--- config.mk ---
export PLATFORM = sky130hd
export DESIGN_NAME = td4_sequencer
export DESIGN_NICKNAME = d
export VERILOG_FILES = /design/src/rtl/td4_pkg.sv /design/src/rtl/td4_prog_mem.sv /design/src/rtl/td4_sequencer.sv
export SDC_FILE = /design/constraint.sdc
export NUM_CORES = 1
export LEC_CHECK = 0
export CAP_MARGIN = 20
export CORE_UTILIZATION = 66
export CTS_BUF_LIST = sky130_fd_sc_hd__clkbuf_8
export DETAILED_ROUTE_END_ITERATION = 8
export GPL_TIMING_DRIVEN = 0
export HOLD_SLACK_MARGIN = 0.03
export PLACE_DENSITY_LB_ADDON = 0.15
export SYNTH_ARGS = -nofsm -noshare
export SYNTH_HDL_FRONTEND = slang
export SYNTH_SLANG_ARGS = --single-unit
--- constraint.sdc ---
create_clock -name clk -period 7.5 [get_ports clk]
set_clock_uncertainty 0.2 [all_clocks]
set_input_delay 1.5 -clock clk [delete_from_list [all_inputs] [get_ports clk]]
set_output_delay 1.5 -clock clk [all_outputs]
set_load 0.01 [all_outputs]
--- src/rtl/td4_pkg.sv ---
// -----------------------------------------------------------------------------
// td4_pkg
// Shared definitions for the TD4 run-control / program-store slice:
//   - command encodings on the cmd port
//   - run-control state encoding (also the value driven on the state port)
//   - program memory geometry
// -----------------------------------------------------------------------------
package td4_pkg;

   localparam int PROG_DEPTH = 16;
   localparam int ADDR_W     = 4;
   localparam int WORD_W     = 8;

   typedef enum logic [1:0] {
      CMD_WRITE = 2'b00,
      CMD_RUN   = 2'b01,
      CMD_STEP  = 2'b10,
      CMD_HALT  = 2'b11
   } cmd_e;

   typedef enum logic [1:0] {
      S_IDLE  = 2'b00,
      S_RUN   = 2'b01,
      S_STEP  = 2'b10,
      S_BREAK = 2'b11
   } state_e;

endpackage

--- src/rtl/td4_prog_mem.sv ---
// -----------------------------------------------------------------------------
// td4_prog_mem
// 16x8 program store built from flops so that it can be cleared by the
// asynchronous reset and read combinationally by the CPU.
// Ports:
//   clk      in   system clock
//   rst_n    in   asynchronous active-low reset, clears every word to 8'h00
//   we_i     in   write enable (one synchronous write port)
//   waddr_i  in   write address
//   wdata_i  in   write data
//   raddr_i  in   read address (asynchronous read port)
//   rdata_o  out  word at raddr_i
// -----------------------------------------------------------------------------
module td4_prog_mem
   import td4_pkg::*;
(
   input  logic              clk,
   input  logic              rst_n,
   input  logic              we_i,
   input  logic [ADDR_W-1:0] waddr_i,
   input  logic [WORD_W-1:0] wdata_i,
   input  logic [ADDR_W-1:0] raddr_i,
   output logic [WORD_W-1:0] rdata_o
);

   logic [PROG_DEPTH-1:0][WORD_W-1:0] mem_q;

   always_ff @(posedge clk or negedge rst_n) begin
      if (!rst_n) begin
         mem_q <= '0;
      end else if (we_i) begin
         mem_q[waddr_i] <= wdata_i;
      end
   end

   assign rdata_o = mem_q[raddr_i];

endmodule

--- src/rtl/td4_sequencer.sv ---
// -----------------------------------------------------------------------------
// td4_sequencer
// Run-control and program store for the TD4 CPU core. Loads the program over
// a valid/ready command port, presents {opcode, immediate} for the CPU's PC,
// and gates the CPU with cpu_en / cpu_rst_n for run, single-step, halt and a
// hardware breakpoint.
// Ports:
//   clk, rst_n           clock, asynchronous active-low reset
//   cmd_valid/cmd_ready  command handshake (ready depends on state only)
//   cmd                  00 WRITE, 01 RUN, 10 STEP, 11 HALT
//   wr_addr, wr_data     program address / word for WRITE
//   brk_en, brk_addr     hardware breakpoint
//   pc_in                CPU program counter
//   opcode, immediate    mem[pc_in][7:4], mem[pc_in][3:0]
//   cpu_en               CPU clock enable
//   cpu_rst_n            CPU restart, one-cycle low pulse
//   state                00 IDLE, 01 RUN, 10 STEP, 11 BREAK
//   step_done            pulse after each STEP or breakpoint stop
//   instr_cnt            saturating count of cpu_en cycles since restart
// -----------------------------------------------------------------------------
module td4_sequencer
   import td4_pkg::*;
#(
   parameter int CNT_W = 8
) (
   input  logic             clk,
   input  logic             rst_n,
   input  logic             cmd_valid,
   output logic             cmd_ready,
   input  logic [1:0]       cmd,
   input  logic [3:0]       wr_addr,
   input  logic [7:0]       wr_data,
   input  logic             brk_en,
   input  logic [3:0]       brk_addr,
   input  logic [3:0]       pc_in,
   output logic [3:0]       opcode,
   output logic [3:0]       immediate,
   output logic             cpu_en,
   output logic             cpu_rst_n,
   output logic [1:0]       state,
   output logic             step_done,
   output logic [CNT_W-1:0] instr_cnt
);

   state_e           state_q, state_d;
   logic             from_brk_q, from_brk_d;   // STEP returns to BREAK when set
   logic             skip_q, skip_d;           // lets the breakpoint instruction run once
   logic             step_done_q, step_done_d;
   logic             cpu_rst_n_q, cpu_rst_n_d;
   logic [CNT_W-1:0] cnt_q, cnt_d;

   logic             en;
   logic             cnt_clr;
   logic             mem_we;
   logic             cmd_acc;
   logic             write_acc, run_acc, step_acc, halt_acc;
   logic             brk_hit;
   logic [7:0]       rd_word;

   td4_prog_mem u_mem (
      .clk     (clk),
      .rst_n   (rst_n),
      .we_i    (mem_we),
      .waddr_i (wr_addr),
      .wdata_i (wr_data),
      .raddr_i (pc_in),
      .rdata_o (rd_word)
   );

   assign opcode    = rd_word[7:4];
   assign immediate = rd_word[3:0];

   // Only STEP refuses commands, so the CPU gets its single enabled cycle
   // without interference.
   assign cmd_ready = (state_q != S_STEP);
   assign cmd_acc   = cmd_valid && cmd_ready;
   assign write_acc = cmd_acc && (cmd == CMD_WRITE);
   assign run_acc   = cmd_acc && (cmd == CMD_RUN);
   assign step_acc  = cmd_acc && (cmd == CMD_STEP);
   assign halt_acc  = cmd_acc && (cmd == CMD_HALT);
   assign brk_hit   = brk_en && (pc_in == brk_addr) && !skip_q;

   always_comb begin
      state_d     = state_q;
      from_brk_d  = from_brk_q;
      skip_d      = skip_q;
      step_done_d = 1'b0;
      cpu_rst_n_d = 1'b1;
      en          = 1'b0;
      cnt_clr     = 1'b0;
      mem_we      = 1'b0;
      case (state_q)
         S_IDLE, S_BREAK: begin
            mem_we = write_acc;
            if (run_acc) begin
               state_d = S_RUN;
               skip_d  = (state_q == S_BREAK);
            end else if (step_acc) begin
               state_d    = S_STEP;
               from_brk_d = (state_q == S_BREAK);
            end else if (halt_acc) begin
               state_d     = S_IDLE;
               cpu_rst_n_d = 1'b0;
               cnt_clr     = 1'b1;
            end
         end
         S_RUN: begin
            skip_d = 1'b0;
            // HALT takes priority over a breakpoint match in the same cycle.
            if (halt_acc) begin
               state_d = S_IDLE;
            end else if (brk_hit) begin
               state_d     = S_BREAK;
               step_done_d = 1'b1;
            end else begin
               en = 1'b1;
            end
         end
         S_STEP: begin
            en          = 1'b1;
            step_done_d = 1'b1;
            state_d     = from_brk_q ? S_BREAK : S_IDLE;
         end
         default: begin
            state_d = S_IDLE;
         end
      endcase
   end

   always_comb begin
      cnt_d = cnt_q;
      if (cnt_clr) begin
         cnt_d = '0;
      end else if (en && (cnt_q != {CNT_W{1'b1}})) begin
         cnt_d = cnt_q + 1'b1;
      end
   end

   always_ff @(posedge clk or negedge rst_n) begin
      if (!rst_n) begin
         state_q     <= S_IDLE;
         from_brk_q  <= 1'b0;
         skip_q      <= 1'b0;
         step_done_q <= 1'b0;
         cpu_rst_n_q <= 1'b0;
         cnt_q       <= '0;
      end else begin
         state_q     <= state_d;
         from_brk_q  <= from_brk_d;
         skip_q      <= skip_d;
         step_done_q <= step_done_d;
         cpu_rst_n_q <= cpu_rst_n_d;
         cnt_q       <= cnt_d;
      end
   end

   assign cpu_en    = en;
   assign cpu_rst_n = cpu_rst_n_q;
   assign state     = state_q;
   assign step_done = step_done_q;
   assign instr_cnt = cnt_q;

endmodule

### Word-level counts from Yosys, hierarchy flattened

Cells that the tools add are included.

* flip-flop bits (word level): 142
* input bits: 26
* output and inout bits: 22
* word-level logic and storage cells: 88

* bitwise operators: 1
* magnitude comparators: 3
* eq/ne operators: 12
* add/subtract/negate cells: 1
* reduce and logical (&&, ||, !) cells: 18
* mux-type cells: 31

Operator list (number)
* bitwise mux 128 bit: 1
* binary-select mux 8 bit (select 4 bit): 1
* demux 8 bit (select 4 bit): 1
* 2-to-1 mux 8 bit: 4
* 2-to-1 mux 1 bit: 14
* 2-to-1 mux 2 bit: 6
* less-than comparator 4 x 5 -> 1 bit, second input constant: 2
* logical AND 1 bit: 9
* adder 8 x 1 -> 8 bit, second input constant: 1
* equality test 2 bit, second input constant: 4
* inequality test 8 bit, second input constant: 1
* case mux 1 bit (2 select lines): 3
* case mux 2 bit (3 select lines): 1
* equality test 2 x 1 -> 1 bit, second input constant: 2
* equality test 4 bit: 1
* greater-or-equal comparator 4 x 1 -> 1 bit, second input constant: 1
* zero test 2 bit: 2
* inequality test 2 bit, second input constant: 2
* inequality test 4 bit, second input constant: 1
* AND reduction 2 bit: 2
* nonzero test 2 bit: 2
* inequality test 3 bit, second input constant: 1
* AND reduction 3 bit: 1
* OR reduction 2 bit: 1
* other kinds (2): 2

### Longest topological paths before layout

Gate-level depths: netlist of the first run.

* depth after elaboration: 9
* mapped depth: 8
* mapped depth without buffers: 8

### By module

Synthesis of the first run repeated with hierarchy kept, for this count alone.

* cells, all modules: 458
* area, all modules: 6775.2 um2

Modules (own cells, without submodules)
* td4_prog_mem: area an instance 5915.7 um2, times used 1, cells an instance 365, seq. area each 3203.1 um2
* td4_sequencer: area an instance 859.6 um2, times used 1, cells an instance 93, seq. area each 350.3 um2

### Worst setup path before layout of the first run

Ideal clock, no wire load.

* path type: input-to-output
* start point: in pc_in[0]
* end point: out immediate[0]
* setup slack: 2.911 ns
* cell stages on the path: 4
* arrival: 2.889 ns
* data required time: 5.800 ns
* path buffers: 2
* cells stage by stage: buf_2 buf_4 mux4_2 mux4_2

* cells in the longest elaborated chain, start to end: 2

RTL lines
* start: declaration: line td4_sequencer.sv:35 `input logic [3:0] pc_in,`
* binary-select mux 8 bit (select 4 bit): line td4_prog_mem.sv:36 `assign rdata_o = mem_q[raddr_i];`
* 2-to-1 mux 8 bit (implied by the code): line td4_prog_mem.sv:36
* end: declaration: line td4_sequencer.sv:37 `output logic [3:0] immediate,`

Every way passes these cells. The select of a mux whose other input is x is not followed.

### Final worst setup path of the first run

* start point: in pc_in[1]
* end point: out opcode[1]

* cells in the longest elaborated chain, start to end: 2

RTL lines
* binary-select mux 8 bit (select 4 bit): line td4_prog_mem.sv:36
* 2-to-1 mux 8 bit (implied by the code): line td4_prog_mem.sv:36
* end: declaration: line td4_sequencer.sv:36 `output logic [3:0] opcode,`

Every way passes these cells. The select of a mux whose other input is x is not followed.

==> run summary, run 1 <==
The total global routing overflow was 0. After synthesis, the netlist uses 42 different library cells. The die height works out to 103 um. Summing internal, switching and leakage power gives 2100 uW.

The maximum level of the CTS H-tree came out at 4. The run finished with clean final reports. Counting tap cells, the placed design contains a total of 614 instances.

The pin count of the biggest net entering global routing was 97; the area fraction of the dominant cell type after synthesis was 52.5%. The tools report the final net count as 530. From synthesis to final layout, the design area changed by 14.8%. The congestion estimate from routability-driven global placement came to 0.786. Setup repair after global routing left no endpoint under its margin.

At the pin with the least slew margin, the transition time is 0.932 ns. After clock tree synthesis, the clock-pin slew on the worst setup and hold paths is 0.07 ns. The logs give 0 for the count of antenna diodes in the layout and 4048 for the total vias in the final route.

In the routed layout, each cell is associated on average with a via count of 6.27. The count of cells resized by post-cts repair came out at 0. In this run, synthesis produced a sequential element count of 142. At the placement stage, the worst setup path has a slack of 2.06 ns. For the final-report max-slew violation count, the log shows 0. The synthesized netlist occupies a cell area of 6760 sq um.

Number of hold buffers added after cts: 0. Port buffering added 41 buffers. The number of global-route vias before repair is 4293, and the synthesized netlist cell count is 439.

After layout, the minimum clock period comes to 5.47 ns. STA puts the critical path data arrival time at 3.77 ns. The HPWL after detailed placement was 9.62 mm.

Clock tree synthesis selected as its root buffer the cell clkbuf_8. The run gives 0.173 mV as the worst vdd rail ir drop. The number of primary I/O pins is 48, and the clock latency of the later-clocked register in the worst-skew pair is 0.44 ns.

The hold violation count in the final report was 0; the synthesized area divided by synthesized cell count was 15.4 sq um. The tools report the number of buffers added for setup after CTS as 0. The number of buffers on the longest clock path was 2; the final worst setup slack was 2.03 ns. The logs give 7760 sq um for the total non-filler cell area in the finished layout and 0 for the number of warning messages in the yosys log. The tools report the detailed-route DRC error count as 0. Category of the most critical setup path: in2out. Measured against its own limit, the worst slew margin works out to 37.4%.

Iteration-0 DRC count of the detailed router: 159. The synthesized net count is 469. The iteration count of the initial detailed-routing pass was 4; the share of the clock period used by the worst path was 72.9%. The tightest min-delay check is of the reg2reg type. Dividing the detail-routed wire length by the instance count gives 22.8 um. The sequential cell area fraction in the yosys report is 52.5%.

The total of endpoints with negative setup slack in the final report is 0. TritonCTS built the clock tree. Summed over all cells, the static leakage comes to 0.00352 uW.

The ratio of cells with drive above 1 in the final layout was 45.2%. The largest total area in the synthesized netlist belongs to dfrtp_1. For this design, the sink count on the clock tree is 142. In the global route stage, overall resource usage came out at 31.0%. For the worst setup path, the data required time is 5.80 ns. STA classifies the critical path startpoint as a primary input. The run gives 0 as the number of antenna violations at the first check in global routing. The count of antenna-violating nets left after detailed routing came out at 0.

In the post-synthesis netlist, the biggest area contributors are dfrtp_1 53%, mux2_2 22%, mux4_2 13%. The initial utilization of the core area, before any placement, comes to 68.6%. The non-filler instance count after layout came out at 646.

Across the run, the number of max-cap violations was 0. The power density relative to cell area was 271 nW/um^2; the area enclosed by the die boundary was 10700 sq um. Row generation in the floorplan step produced 36 rows. The tools report the timing-limited maximum frequency as 183 MHz. After routing, the total negative slack on setup checks comes to 0 ns.

STA classifies the critical path endpoint as a primary output. The floorplan step set the die width to 103 um. The placed standard-cell area came out at 7370 sq um.

Clock tree synthesis inserted a total of 17 buffers. The floorplan step defined a core boundary enclosing 9860 sq um. Of all nets on the critical path, the largest fanout is 10.

Global-route wire length before repair: 22.9 mm. For this block, the routed nets add up to 14.7 mm of wire.
-- stage by stage --
stage                     hold slack (ns)  util (%)
after global placement              0.282      74.4
after floorplan                     0.271         -
after CTS                           0.305      78.7
final                               0.303      78.7
after global routing                0.318      78.7
after detailed placement            0.290      74.7
-- kinds of logic after synthesis --
group / after synthesis / share of synthesized area [%]
AO/OA/AOI/OAI: 19 / 2.05
XOR/XNOR: 4 / 0.518
adder cells (fa/ha/maj): 4 / 0.740
buffers and inverters: 33 / 2.31
flip-flops: 142 / 52.5
multiplexers: 174 / 35.6
AND/OR/NAND/NOR: 63 / 6.29
-- synth_stat cells --
| master | number |
|---|---|
| and4b_4 | 1 |
| a31oi_1 | 1 |
| and3_1 | 3 |
| buf_6 | 1 |
| nor2b_4 | 1 |
| a21oi_1 | 5 |
| nor2_1 | 5 |
| mux2i_1 | 4 |
| nand4_1 | 1 |
| xnor2_1 | 4 |
| o21ai_0 | 5 |
| or4_1 | 1 |
| nand3_2 | 2 |
| ha_1 | 4 |
| nor4_4 | 1 |
| nand3b_1 | 1 |
| or4b_1 | 1 |
| nand2_1 | 10 |
| nor3_1 | 6 |
| a41oi_1 | 1 |
| nor2b_1 | 1 |
| clkbuf_2 | 1 |
| buf_4 | 4 |
| buf_2 | 7 |
| nand3b_2 | 2 |
| o211ai_1 | 2 |
| a221oi_2 | 1 |
| mux2_2 | 130 |
| dfrtp_1 | 142 |
| nand2b_1 | 4 |
| clkbuf_1 | 9 |
| nand3_1 | 6 |
| buf_1 | 2 |
| or3_1 | 4 |
| mux4_2 | 40 |
| nor3_4 | 3 |
| o32ai_1 | 1 |
| o31ai_1 | 2 |
| inv_1 | 9 |
| a211oi_4 | 1 |
| nor4_1 | 1 |
| nor2_2 | 9 |
-- flip-flops by register name, indices dropped and copies added, names as in the netlist --
register	cells
u_mem.mem_q	128
instr_cnt	8
state	2
cpu_rst_n	1
from_brk_q	1
skip_q	1
step_done	1
-- cell usage in the layout (no fill, tap or decap), types with 3 or more instances in the layout --
cell,netlist,routed
clkbuf_8,0,19
nor3_4,3,3
mux2i_1,4,4
nand2b_1,4,4
mux2_2,130,130
mux4_2,40,40
bufinv_16,0,3
nand3_1,6,6
nor3_1,6,6
nor2_2,9,9
a21oi_1,5,5
and3_1,3,3
clkbuf_1,9,9
nand2_1,10,10
inv_1,9,15
ha_1,4,4
dfrtp_1,142,142
buf_4,4,4
clkdlybuf4s50_1,0,40
xnor2_1,4,4
clkinv_2,0,4
or3_1,4,4
buf_2,7,7
nor2_1,5,5
o21ai_0,5,5
-- final cells by class --
class                   count  area, sq um
well taps                 133          166
plain buffers              24          123
inverters                   9         33.8
flip-flops and latches    142         3550
clock buffers              19          262
fillers                   569         2100
multi-input cells         264         3050
repair buffers             42          439
clock inverters            13          133
-- worst max-delay path, cell delays in order --
cell and delay (ns):
clkbuf_2 0.19, buf_1 0.68, mux4_2 0.41, mux4_2 0.49, clkdlybuf4s50_1 0.49
-- power by group --
group	leakage [uW]	switching, uW	internal (uW)
combinational	0.00138	192	287
clock	0.000227	265	337
sequential	0.00191	89.5	931
total	0.00352	547	1560
-- layer usage --
| metal | track usage, % | wire (um) | up-vias |
|---|---|---|---|
| met5 | 0 | 0 | - |
| met4 | 12.1 | 233 | 0 |
| met3 | 6.12 | 610 | 19 |
| met2 | 52.4 | 7560 | 112 |
| met1 | 40.3 | 6330 | 2151 |
| li1 | - | - | 1766 |
-- worst paths after layout --
| path | start | end | slack [ns] | cells past startpoint |
|---|---|---|---|---|
| worst max-delay path | pc_in[1] | opcode[1] | 2.03 | 5 |
| worst min register to register | skip_q | skip_q | 0.30 | 1 |
| min in group asynchronous | rst_n | instr_cnt[1] | 0.78 | 1 |
| max in group asynchronous | rst_n | u_mem.mem_q[19] | 5.51 | 2 |
| worst max register to register | state[0] | u_mem.mem_q[55] | 4.70 | 7 |
| worst min-delay path | skip_q | skip_q | 0.30 | 1 |
(Power assumes the default switching activity.)
==> inputs of run 2 (changes only) <==
--- a/config.mk
+++ b/config.mk
@@ -6,7 +6,7 @@
 export NUM_CORES = 1
 export LEC_CHECK = 0
 export CAP_MARGIN = 20
-export CORE_UTILIZATION = 66
+export CORE_UTILIZATION = 61
 export CTS_BUF_LIST = sky130_fd_sc_hd__clkbuf_8
 export DETAILED_ROUTE_END_ITERATION = 8
 export GPL_TIMING_DRIVEN = 0
==> constraint.sdc (replaced) <==
create_clock -name clk -period 5.1 [get_ports clk]
set_clock_uncertainty 0.2 [all_clocks]
set_input_delay 1.02 -clock clk [delete_from_list [all_inputs] [get_ports clk]]
set_output_delay 1.02 -clock clk [all_outputs]
set_load 0.01 [all_outputs]
==> run summary, run 2 (synthesis gave the netlist of run 1 again) <==
The register cell area after layout was 3550 sq um; the die height was 107 um. The register with the most flip-flops in the final layout is u_mem.mem_q. The wire length on met2 was 7.43 mm; the max-capacitance violation count was 0.

Dividing the detail-routed wire length by the instance count gives 23.1 um. The first detailed-routing pass ran for 4 iterations. After detailed placement, the total cell area comes to 7380 sq um. The run gives 653 as the non-filler instance count after layout. Input and output buffers added on the ports amount to 41. The register with the most flip-flops in the layout has 128 of them.

The final net count came out at 530. In this run the clock root is driven by a clkbuf_8. The iteration-0 DRC count of the detailed router came out at 311. Once detail routing completed, the nets flagged for antenna violations numbered 0. The category of the most critical setup path is in2out. The library cells used most frequently in the layout, excluding fill and tap cells, are 142 x dfrtp_1, 130 x mux2_2, 40 x mux4_2, 40 x clkdlybuf4s50_1, 19 x clkbuf_8.

Post-CTS repair changed the size of 0 cells. The hold violation count in the final report came out at 0. The congestion estimate from routability-driven global placement came to 0.844.

The run gives 96 as the pin count of the biggest net entering global routing. Post-detailed-route via-to-cell ratio: 6.27. Family of cells with the greatest summed delay on the critical path: buffers and inverters. The routed design could run at a clock period as short as 4.52 ns. The overall fraction of global-route tracks in use is 29.2%.

The critical path goes through clkbuf_2, clkbuf_1, mux4_2, mux4_2, clkdlybuf4s50_1. The tools report the kind of end point of the critical path as a primary output. STA puts the critical path data arrival time at 3.30 ns. TritonCTS built the clock tree. TritonCTS created 17 clock buffers. Data on the critical path is required at its endpoint by 3.88 ns. In this run the power density over the cells is 401 nW/um^2. The critical path contains buffers and inverters numbering 3 combined.

The final layout contains routed wiring with a total length of 15.1 mm. For the worst-skew pair, the clock arrives at the later sink with an insertion delay of 0.45 ns. In the routed design, unresolved DRC markers number 0. The number of buffers on the longest clock path is 2. The total of endpoints with negative setup slack in the final report came out at 0. The run gives 717 as the final-layout fill cell count. The number of primary I/O pins was 48. Along the worst path, the maximum fanout reaches 10. After floorplanning, the core was divided into 38 placement rows.

Setup repair after global routing left no endpoint under its margin. The number of antenna violations at the first check in global routing is 0. The tools report the relative slew slack as 42.5%.

The ratio of cells with drive above 1 in the final layout is 46.2%, and the share of the clock period used by the worst path is 88.6%. Transition time at the pin with the least slew margin: 0.856 ns. Based on the critical path, the design can be clocked at up to 221 MHz. The final-report max-slew violation count is 0. The core region is 10800 sq um. The combined area of the multi-input logic cells is 3050 sq um, and the cell count after placement is 621. For the number of global-route vias before repair, the log shows 4346. The clock net in this run drives a total of 142 sinks.

The critical path's most frequent cell was mux4_2. The run gives 0 as the total global routing overflow. The path class of the tightest hold or removal check is in2async. The clock-pin slew reported for the worst setup and hold paths after clock tree synthesis came out at 0.07 ns. The most frequent standard cell in the layout excluding fill and tap cells is dfrtp_1. The run gives 813 um as the total met3 wirelength after detailed routing. The analysis attributes to cell leakage a power of 0.00350 uW. The die is 107 um wide. After detailed routing, no signal wire sits above met4.

The relative area change from synthesis to final layout was 15.1%. For the total vias in the final route, the log shows 4094. Once the floorplan was initialized, standard cells occupied 62.4% of the core.

The global-route wire length before repair is 23.9 mm. The floorplan step defined a die boundary enclosing 11500 sq um. The flow ran to the end, and the final reports show no timing, DRC or antenna violations.

Across the VDD grid, the largest voltage drop is 0.267 mV. In this design, the stage delay of the slowest critical-path cell is 0.67 ns. The total non-filler cell area in the finished layout is 7790 sq um. Summed over all nets, the half-perimeter wirelength after detailed placement is 9.65 mm.

STA classifies the critical path startpoint as a primary input. The clock tree synthesis step divided the H-tree into 4 levels. The repair_antennas step left the layout with diodes totalling 0. The number of hold buffers added after cts was 0; the summed negative setup slack over all endpoints was 0 ns.

Slowest stage cell on the critical path: clkbuf_1. The number of buffers added for setup after CTS came out at 0. The run gives 6.39 mm as the post-route met1 wirelength.
==> run 2: power breakdown <==
part           switching (uW)  total (uW)  internal [uW]  leakage [uW]
combinational             288         710            422       0.00138
clock                     419         920            501      0.000208
sequential                127        1500           1370       0.00191
==> run 2: final timing paths <==
kind / from / to / cells after the start / slack (ns)
setup reg to reg: state[0] / u_mem.mem_q[80] / 7 / 2.23
max in group asynchronous: rst_n / u_mem.mem_q[115] / 2 / 3.61
hold reg to reg: u_mem.mem_q[117] / u_mem.mem_q[117] / 1 / 0.30
hold / removal: rst_n / instr_cnt[0] / 1 / 0.28
min in group clk: u_mem.mem_q[117] / u_mem.mem_q[117] / 1 / 0.30
setup / recovery: pc_in[1] / opcode[2] / 5 / 0.58
==> run 2: final cells by class <==
cell class	instances	area share [%]
repair buffers	42	5.64
inverters	9	0.434
clock inverters	13	1.88
well taps	140	2.25
clock buffers	19	3.36
flip-flops and latches	142	45.6
multi-input cells	264	39.2
plain buffers	24	1.57
==> run 2: per-layer routing <==
metal,up-vias,track usage [%]
met2,127,46.5
met1,2153,38.3
met3,34,6.66
met5,-,0
li1,1780,-
met4,0,14.2
==> run 2: per-stage QoR <==
| stage | setup WS [ns] | hold WS, ns | total power (uW) | utilization (%) |
|---|---|---|---|---|
| floorplan | 1.47 | 0.271 | 1980 | - |
| global placement | -2.56 | 0.282 | 2180 | 67.8 |
| detailed placement | 0.599 | 0.290 | 2230 | 68.1 |
| CTS | 0.598 | 0.289 | 3140 | 71.8 |
| global route | 0.545 | 0.310 | 3270 | 71.8 |
| finish | 0.580 | 0.277 | 3130 | 71.8 |
